===== src/rtl/shift_regs_ctrl_if.sv =====
// Serial producer/consumer link of the shift-register scheduler.
// The producer side uses a valid/ready handshake; the consumer side has no backpressure.
interface shift_regs_ctrl_if;
  logic in_valid;
  logic in_data;
  logic in_ready;
  logic out_valid;
  logic out_data;

  modport slave (
    input  in_valid,
    input  in_data,
    output in_ready,
    output out_valid,
    output out_data
  );

  modport master (
    output in_valid,
    output in_data,
    input  in_ready,
    input  out_valid,
    input  out_data
  );
endinterface


===== src/rtl/shift_regs_ctrl.sv =====
// Shares one of three shift-register backends with a serial stream and drains
// in-flight bits from the old backend before switching to a new one.
module shift_regs_ctrl #(
  parameter int DEPTH = 64
) (
  input  logic                clk,
  input  logic                reset_n,
  input  logic [1:0]          cfg_sel,
  input  logic                cfg_load,
  shift_regs_ctrl_if.slave    bus,
  output logic                enable_shift_flops,
  output logic                enable_shift_ram,
  output logic                enable_shift_bram,
  output logic                shift_flops_din,
  output logic                shift_ram_din,
  output logic                shift_bram_din,
  input  logic                shift_flops_dout,
  input  logic                shift_ram_dout,
  input  logic                shift_bram_dout,
  output logic [1:0]          cur_sel,
  output logic                busy
);

  localparam int CW = $clog2(DEPTH + 1);

  localparam logic [1:0] S_IDLE   = 2'd0;
  localparam logic [1:0] S_RUN    = 2'd1;
  localparam logic [1:0] S_DRAIN  = 2'd2;
  localparam logic [1:0] S_SWITCH = 2'd3;

  localparam logic [1:0] SEL_FLOPS = 2'd0;
  localparam logic [1:0] SEL_RAM   = 2'd1;
  localparam logic [1:0] SEL_BRAM  = 2'd2;
  localparam logic [1:0] SEL_OFF   = 2'd3;

  localparam logic [CW-1:0] AGE_MAX = CW'(DEPTH);
  localparam logic [CW-1:0] CNT_ONE = CW'(1);
  localparam logic [CW-1:0] CNT_ZERO = CW'(0);

  logic [1:0]    state_q, state_d;
  logic [1:0]    cur_sel_q, cur_sel_d;
  logic [1:0]    pend_sel_q, pend_sel_d;
  logic [1:0]    switch_sel_s;
  logic [CW-1:0] age_q, age_d;
  logic [CW-1:0] real_q, real_d;
  logic          out_valid_q, out_valid_d;
  logic          out_data_q, out_data_d;
  logic          accept_s, shift_s, din_s, dout_s, exit_s;

  // Shift decision and selection of the active backend's output
  always_comb begin
    accept_s = (state_q == S_RUN) && bus.in_valid;
    shift_s  = accept_s || (state_q == S_DRAIN);
    din_s    = accept_s && bus.in_data;
    case (cur_sel_q)
      SEL_FLOPS: dout_s = shift_flops_dout;
      SEL_RAM:   dout_s = shift_ram_dout;
      SEL_BRAM:  dout_s = shift_bram_dout;
      default:   dout_s = 1'b0;
    endcase
    // A bit is real only once the pipe has been fully refilled since selection.
    exit_s = shift_s && (age_q == AGE_MAX) && (real_q != CNT_ZERO);
  end

  assign enable_shift_flops = shift_s && (cur_sel_q == SEL_FLOPS);
  assign enable_shift_ram   = shift_s && (cur_sel_q == SEL_RAM);
  assign enable_shift_bram  = shift_s && (cur_sel_q == SEL_BRAM);
  assign shift_flops_din    = din_s && (cur_sel_q == SEL_FLOPS);
  assign shift_ram_din      = din_s && (cur_sel_q == SEL_RAM);
  assign shift_bram_din     = din_s && (cur_sel_q == SEL_BRAM);

  assign bus.in_ready  = (state_q == S_RUN);
  assign bus.out_valid = out_valid_q;
  assign bus.out_data  = out_data_q;
  assign cur_sel       = cur_sel_q;
  assign busy          = (state_q == S_DRAIN) || (state_q == S_SWITCH);

  // Next-state logic for the scheduler FSM and occupancy counters
  always_comb begin
    state_d      = state_q;
    cur_sel_d    = cur_sel_q;
    pend_sel_d   = pend_sel_q;
    age_d        = age_q;
    real_d       = real_q;
    out_valid_d  = exit_s;
    out_data_d   = exit_s && dout_s;
    switch_sel_s = cfg_load ? cfg_sel : pend_sel_q;

    if (shift_s && (age_q != AGE_MAX)) begin
      age_d = age_q + CNT_ONE;
    end else begin
      age_d = age_q;
    end

    case ({accept_s, exit_s})
      2'b10:   real_d = real_q + CNT_ONE;
      2'b01:   real_d = real_q - CNT_ONE;
      default: real_d = real_q;
    endcase

    case (state_q)
      S_IDLE, S_RUN: begin
        if (cfg_load && (cfg_sel != cur_sel_q)) begin
          pend_sel_d = cfg_sel;
          state_d    = (real_d != CNT_ZERO) ? S_DRAIN : S_SWITCH;
        end else begin
          state_d = state_q;
        end
      end
      S_DRAIN: begin
        if (cfg_load) begin
          pend_sel_d = cfg_sel;
        end else begin
          pend_sel_d = pend_sel_q;
        end
        if (real_d == CNT_ZERO) begin
          state_d = S_SWITCH;
        end else begin
          state_d = S_DRAIN;
        end
      end
      S_SWITCH: begin
        pend_sel_d = switch_sel_s;
        cur_sel_d  = switch_sel_s;
        age_d      = CNT_ZERO;
        real_d     = CNT_ZERO;
        state_d    = (switch_sel_s == SEL_OFF) ? S_IDLE : S_RUN;
      end
      default: begin
        state_d = S_IDLE;
      end
    endcase
  end

  // State and registered consumer outputs
  always_ff @(posedge clk or negedge reset_n) begin
    if (!reset_n) begin
      state_q     <= S_IDLE;
      cur_sel_q   <= SEL_OFF;
      pend_sel_q  <= SEL_OFF;
      age_q       <= CNT_ZERO;
      real_q      <= CNT_ZERO;
      out_valid_q <= 1'b0;
      out_data_q  <= 1'b0;
    end else begin
      state_q     <= state_d;
      cur_sel_q   <= cur_sel_d;
      pend_sel_q  <= pend_sel_d;
      age_q       <= age_d;
      real_q      <= real_d;
      out_valid_q <= out_valid_d;
      out_data_q  <= out_data_d;
    end
  end

endmodule


===== src/flat_wrapper.sv =====
// flat-port wrapper written by rule: the top's interface ports become plain ports
module shift_regs_ctrl_flat 
#(
  parameter int DEPTH = 64
)
  (clk, reset_n, cfg_sel, cfg_load, enable_shift_flops, enable_shift_ram, enable_shift_bram, shift_flops_din, shift_ram_din, shift_bram_din, shift_flops_dout, shift_ram_dout, shift_bram_dout, cur_sel, busy, bus_in_valid, bus_in_data, bus_in_ready, bus_out_valid, bus_out_data);
  shift_regs_ctrl_if bus_i ();
  input  logic clk;
  input  logic reset_n;
  input  logic [1:0] cfg_sel;
  input  logic cfg_load;
  output logic enable_shift_flops;
  output logic enable_shift_ram;
  output logic enable_shift_bram;
  output logic shift_flops_din;
  output logic shift_ram_din;
  output logic shift_bram_din;
  input  logic shift_flops_dout;
  input  logic shift_ram_dout;
  input  logic shift_bram_dout;
  output logic [1:0] cur_sel;
  output logic busy;
  input wire logic [$bits(bus_i.in_valid)-1:0] bus_in_valid;
  input wire logic [$bits(bus_i.in_data)-1:0] bus_in_data;
  output wire logic [$bits(bus_i.in_ready)-1:0] bus_in_ready;
  output wire logic [$bits(bus_i.out_valid)-1:0] bus_out_valid;
  output wire logic [$bits(bus_i.out_data)-1:0] bus_out_data;
  assign bus_i.in_valid = bus_in_valid;
  assign bus_i.in_data = bus_in_data;
  assign bus_in_ready = bus_i.in_ready;
  assign bus_out_valid = bus_i.out_valid;
  assign bus_out_data = bus_i.out_data;
  shift_regs_ctrl #(.DEPTH(DEPTH)) u_core (.clk(clk), .reset_n(reset_n), .cfg_sel(cfg_sel), .cfg_load(cfg_load), .bus(bus_i), .enable_shift_flops(enable_shift_flops), .enable_shift_ram(enable_shift_ram), .enable_shift_bram(enable_shift_bram), .shift_flops_din(shift_flops_din), .shift_ram_din(shift_ram_din), .shift_bram_din(shift_bram_din), .shift_flops_dout(shift_flops_dout), .shift_ram_dout(shift_ram_dout), .shift_bram_dout(shift_bram_dout), .cur_sel(cur_sel), .busy(busy));
endmodule

===== config.mk =====
export PLATFORM = sky130hd
export DESIGN_NAME = shift_regs_ctrl_flat
export DESIGN_NICKNAME = d
export VERILOG_FILES = /design/src/rtl/shift_regs_ctrl_if.sv /design/src/rtl/shift_regs_ctrl.sv /design/src/flat_wrapper.sv
export SDC_FILE = /design/constraint.sdc
export NUM_CORES = 1
export LEC_CHECK = 0
export ABC_AREA = 1
export BUFFER_PORTS_ARGS = -buffer_cell sky130_fd_sc_hd__buf_2
export CORE_UTILIZATION = 55
export DETAILED_ROUTE_END_ITERATION = 10
export PLACE_DENSITY = 0.77
export SYNTH_ARGS = -nofsm -noshare
export SYNTH_HDL_FRONTEND = slang
export SYNTH_SLANG_ARGS = --single-unit
export TNS_END_PERCENT = 100

===== constraint.sdc =====
create_clock -name clk -period 6.1 [get_ports clk]
set_clock_uncertainty 0.1 [all_clocks]
set_input_delay 1.22 -clock clk [delete_from_list [all_inputs] [get_ports clk]]
set_output_delay 1.22 -clock clk [all_outputs]
set_load 0.1 [all_outputs]

After elaboration in Yosys (flattened, before gate mapping)
Cells that the tools add are included.
{"block": "classes", "eq_ne": 12, "addsub": 3, "muxes": 13, "n_reduce_logical": 23}
{"cell": "7-bit two-way mux", "count": 3}
{"cell": "7-bit by 1-bit adder with 7-bit output (second input constant)", "count": 2}
{"cell": "7-bit case mux with 2 select lines", "count": 1}
{"cell": "7-bit nonzero test", "count": 2}
{"cell": "1-bit logical AND", "count": 13}
{"cell": "2-bit equality test (second input constant)", "count": 5}
{"cell": "7-bit equality test (second input constant)", "count": 1}
{"cell": "7-bit logical NOT", "count": 1}
{"cell": "7-bit inequality test (second input constant)", "count": 1}
{"cell": "7-bit by 1-bit subtractor with 7-bit output (second input constant)", "count": 1}
{"cell": "2-bit by 1-bit equality test with 1-bit output (second input constant)", "count": 3}
{"cell": "2-bit two-way mux", "count": 3}
{"cell": "2-bit case mux with 3 select lines", "count": 1}
{"cell": "2-bit logical NOT", "count": 2}
{"cell": "2-bit case mux with 2 select lines", "count": 1}
{"cell": "2-bit OR reduction", "count": 2}
{"cell": "1-bit two-way mux", "count": 3}
{"cell": "1-bit case mux with 3 select lines", "count": 1}
{"cell": "1-bit logical OR", "count": 2}
{"cell": "2-bit by 1-bit inequality test with 1-bit output (second input constant)", "count": 1}
{"cell": "2-bit inequality test", "count": 1}
{"cell": "2-bit nonzero test", "count": 1}
{"block": "totals", "input_bits": 10, "reg_bits": 22, "out_inout_bits": 12}

Longest topological paths before layout
{"block": "logic_depth", "ltp_word": 11, "depth_mapped": 24, "mapped_depth_nobuf": 23}

Least setup slack after synthesis
OpenSTA, ideal clock, no wires.
{"block": "synth_timing", "path_kind": "register to output", "startpoint": "reg u_core.state_q[0]", "endpoint": "out enable_shift_bram", "stages_incl_launch_ff": 7, "required_time_ps": 4780, "arrival_time_ps": 2907, "n_path_buf": 0, "slack_ps": 1873, "path_cell_list": "dfrtp_1 > inv_1 > nor2_2 > nand2_2 > o21ai_2 > inv_2 > nor2_1"}
{"block": "synth_between", "elab_chain_cells": 4, "elab_cells_between_ends": 5, "cone_classes": "2 x eq/ne; 3 x reduce/logical"}
{"element": "start, declared", "line": "shift_regs_ctrl.sv:40", "source": "logic [1:0] state_q, state_d;"}
{"element": "start signal, assigned", "line": "shift_regs_ctrl.sv:146", "source": "state_q <= state_d;"}
{"element": "2-bit by 1-bit equality test with 1-bit output"}
{"element": "net bus_in_ready", "line": "flat_wrapper.sv:25", "source": "output wire logic [$bits(bus_i.in_ready)-1:0] bus_in_ready;"}
{"element": "1-bit logical AND", "line": "shift_regs_ctrl.sv:52", "source": "accept_s = (state_q == S_RUN) && bus.in_valid;"}
{"element": "1-bit logical OR", "line": "shift_regs_ctrl.sv:53", "source": "shift_s = accept_s || (state_q == S_DRAIN);"}
{"element": "1-bit logical AND", "line": "shift_regs_ctrl.sv:67", "source": "assign enable_shift_bram = shift_s && (cur_sel_q == SEL_BRAM);"}
{"element": "end, declared", "line": "flat_wrapper.sv:14", "source": "output logic enable_shift_bram;"}
The timed path passes the listed nets, and every way through them passes these cells.

Final worst setup path
{"block": "layout_timing", "startpoint": "in bus_in_valid", "endpoint": "reg u_core.state_q[0]"}
{"block": "layout_between", "elab_chain_cells": 10, "elab_cells_between_ends": 13, "cone_classes": "2 x eq/ne; 5 x mux; 6 x reduce/logical"}
{"element": "start, declared", "line": "flat_wrapper.sv:23", "source": "input wire logic [$bits(bus_i.in_valid)-1:0] bus_in_valid;"}
{"element": "1-bit logical AND *", "line": "shift_regs_ctrl.sv:52"}
{"element": "1-bit logical OR *", "line": "shift_regs_ctrl.sv:53"}
{"element": "1-bit logical AND * (2 in series)", "line": "shift_regs_ctrl.sv:62", "source": "exit_s = shift_s && (age_q == AGE_MAX) && (real_q != CNT_ZERO);"}
{"element": "net u_core.exit_s", "line": "shift_regs_ctrl.sv:48", "source": "logic accept_s, shift_s, din_s, dout_s, exit_s;"}
{"element": "2-bit by 1-bit equality test with 1-bit output / 2-bit equality test (equally long branches)", "line": "shift_regs_ctrl.sv:95", "source": "case ({accept_s, exit_s})"}
{"element": "7-bit case mux with 2 select lines *", "line": "shift_regs_ctrl.sv:95"}
{"element": "7-bit nonzero test", "line": "shift_regs_ctrl.sv:105", "source": "state_d = (real_d != CNT_ZERO) ? S_DRAIN : S_SWITCH;"}
{"element": "1-bit two-way mux", "line": "shift_regs_ctrl.sv:105"}
{"element": "2-bit two-way mux", "line": "shift_regs_ctrl.sv:103", "source": "if (cfg_load && (cfg_sel != cur_sel_q)) begin"}
{"element": "2-bit case mux with 3 select lines *", "line": "shift_regs_ctrl.sv:101", "source": "case (state_q)"}
Mark *: on every way through the listed nets, which the timed path passes. The rest lies on a longest branch. The select of a mux whose other input is x is not followed.
A chain may end at the register's enable or synchronous reset.

==> reports/metrics.yaml <==
timing:
  final-hold-violation-count: 0
  min_period_over_period: 0.597
  fmax_mhz: 275
  tns_ps: 0
  period_minus_slack_ps: 3640
  worst_slew_pin_slew_ps: 498
  rsz0062_at_grt: "no"
  maxSlewViolCount: 0
  finalSetupViolCount: 0
  max_slew_margin: 0.668
setup_path:
  cp.arrival_ps: 3790
  critical_path_class: "input port to flip-flop"
  regToRegSetupSlack_ps: 2810
  slowest_delay_ps: 460
  rr_startpoint: "u_core.state_q[0]"
  cp.buffers_inverters: 4
  critPathMaxFanout: 10
  rr_worst_depth: 22
  crit_path_end: "u_core.state_q[0]"
  cp_top_family: "simple AND/OR/NAND/NOR gates"
  crit_start: "bus_in_valid"
  required_ps: 6250
  cp_cell_sequence: "buf_2 > nand2_2 > o21ai_2 > inv_2 > nor3_1 > ha_1 > nand2_1 > inv_1 > nor2_1 > ha_1 > a21oi_1 > inv_1 > nand2_1 > nand3_1 > nand3_1 > nand2_1 > nor2_1 > nand3_1 > nand2_1 > nand2_1 > nand2_1"
  cp_common_cell: "nand2_1"
  critPathLaunchType: "input port"
  r2r_end: "u_core.state_q[0]"
  end_kind: "flip-flop"
  crit_cells: 21
  critPathSlowestCell: "ha_1"
yosys:
  yosysMostFrequentCell: "nand2_1"
  netlist_instances: 223
  syn_area_sq_mm: 0.00151
  yosysTopAreaCell: "dfrtp_1"
  avgSynthCellArea_sq_um: 6.78
  synthArstFlopShare: 1.00
  synth_top_area_share: 0.298
  yosysSeqAreaShare: 0.367
  ys_top_cells_by_count: "64 x nand2_1, 32 x inv_1, 27 x nor2_1"
  synth_area_leaders: "dfrtp_1 30%, nand2_1 16%, inv_1 7.9%"
  ys_warn_count: 0
  synthDistinctLibCells: 30
  synth_fp_nets: 238
  synthFlopType: "dfrtp_1"
  synth-edff-count: 0
  synth_seq_cells: 22
grt:
  grt_max_degree: 23
  grt_pass1_wl_microns: 5010
  met1_usage: 0.295
  grt_use_total: 0.233
  busiest_layer: "met2"
  overflow: 0
  grt_use_met3: 0.0444
  grt_pass1_vias: 1261
  antenna_found_initial: 0
  use_met2: 0.394
finish:
  fillerInstances: 257
  drive_gt1_frac: 0.164
  finalNonFillerCells: 274
  final_nets: 260
  area_growth_pct: 9.59
  antennaDiodeCount: 0
  fin_area_sq_mm: 0.00166
floorplan:
  io_pins: 22
  die_y_microns: 54.4
  coreArea_sq_mm: 0.00254
  die_w_microns: 54.4
  row_count: 18
  initial_utilization: 0.594
  die_area_sq_mm: 0.00296
route:
  vias: 1439
  drc: 0
  detail-route-antenna-nets: 0
  drtIter0Drc: 46
  routed_wl_microns: 3080
  detail_route.wl_per_cell_microns: 11.2
  viasPerCell: 5.25
  drt_pass1_iterations: 4
placement:
  port_buffers: 21
  dpl-instance-area_sq_mm: 0.00163
  dp.cells: 270
  dp.final_hpwl_microns: 2400
  gp_congestion: 0.838
clock_network:
  cts_made_buffers: 3
  postCtsHoldBufs: 0
  cts.reportedPaths.clkPinSlew_ps: 120
  htreeDepth: 1
  clockBufferDepth: 2
  cts_sinks: 22
  cts_resized: 0
  post-cts-setup-buffers: 0
  root_buffer: "clkbuf_4"
  cts_tree: "done"
  clock_latency_ps: 300
worst_hold_path:
  hold_depth: 2
  hp-class: "flip-flop to flip-flop"
run_status:
  status: "complete, no violations"
power_and_ir_drop:
  finalPower_mw: 0.227
  p_leak_nw: 0.895
  ir_drop_mv: 0.0996
  power_density_mw_per_mm2: 137
run:
  maxCapViolCount: 0
-- cell type report --
| cell class | instances | area, sq um | area share |
|---|---|---|---|
| Inverter | 34 | 128 | 0.0770 |
| Clock buffer | 4 | 26.3 | 0.0158 |
| Tap cell | 30 | 37.5 | 0.0226 |
| Multi-Input combinational cell | 163 | 806 | 0.486 |
| Sequential cell | 22 | 556 | 0.335 |
| Timing Repair Buffer | 21 | 105 | 0.0634 |
-- layout by cell type, fill, tap and decap left out, types with 2 or more instances in the layout --
cell type  instances
nand2_1           64
inv_1             32
nor2_1            27
buf_2             21
dfrtp_1           18
nand3_1           17
o21ai_0           12
a21oi_1            9
ha_1               5
nor3_1             4
xor2_1             4
dfstp_2            4
nor2_2             3
nand2_2            3
clkbuf_4           3
inv_2              2
nor4_1             2
o21a_1             2
-- state kept, by name (all words and copies together) (netlist names) --
signal                cells
u_core.age_q              7
u_core.real_q             7
u_core.cur_sel            2
u_core.pend_sel_q         2
u_core.state_q            2
u_core.bus.out_data       1
u_core.bus.out_valid      1
-- through the flow --
stage	hold slack [ps]	utilization	setup slack, ps
after floorplan	363	-	1870
after global placement	382	0.641	2280
after detailed placement	391	0.641	2180
after CTS	412	0.651	2490
after global routing	430	0.651	2100
final	408	0.651	2460
-- cells by family after synthesis --
| family | after synthesis | share of synthesized area |
|---|---|---|
| compound gates | 28 | 0.103 |
| mux | 1 | 0.00662 |
| buf+inv | 38 | 0.100 |
| fa+ha+maj | 5 | 0.0414 |
| flops | 22 | 0.367 |
| xor+xnor | 4 | 0.0232 |
| simple gates | 125 | 0.359 |
-- where the power goes --
group / internal [mW] / leakage (nW) / total [mW] / switching (mW)
sequential: 0.148 / 0.238 / 0.149 / 0.000586
clock: 0.0255 / 0.0150 / 0.0681 / 0.0426
combinational: 0.00383 / 0.642 / 0.0102 / 0.00637
total: 0.177 / 0.895 / 0.227 / 0.0496
-- tightest hold or removal path, cell delays in order (launching register included) --
cell     delay [ps]
dfstp_2         390
nand2_1          50
o21ai_0          70
-- worst min path at each step --
stage	start	end
detailed placement	u_core.pend_sel_q[0]	u_core.pend_sel_q[0]
finish	u_core.pend_sel_q[0]	u_core.pend_sel_q[0]
floorplan	u_core.age_q[5]	u_core.age_q[5]
CTS	u_core.pend_sel_q[0]	u_core.pend_sel_q[0]
global placement	u_core.pend_sel_q[0]	u_core.pend_sel_q[0]
global route	u_core.pend_sel_q[0]	u_core.pend_sel_q[0]
-- metal layers --
layer | routed length, microns | up-vias
met3 | 90 | 4
met1 | 1510 | 662
met5 | 0 | -
met4 | 23 | 0
met2 | 1460 | 29
li1 | - | 744
Note: power is estimated with default switching activity, not from simulation.
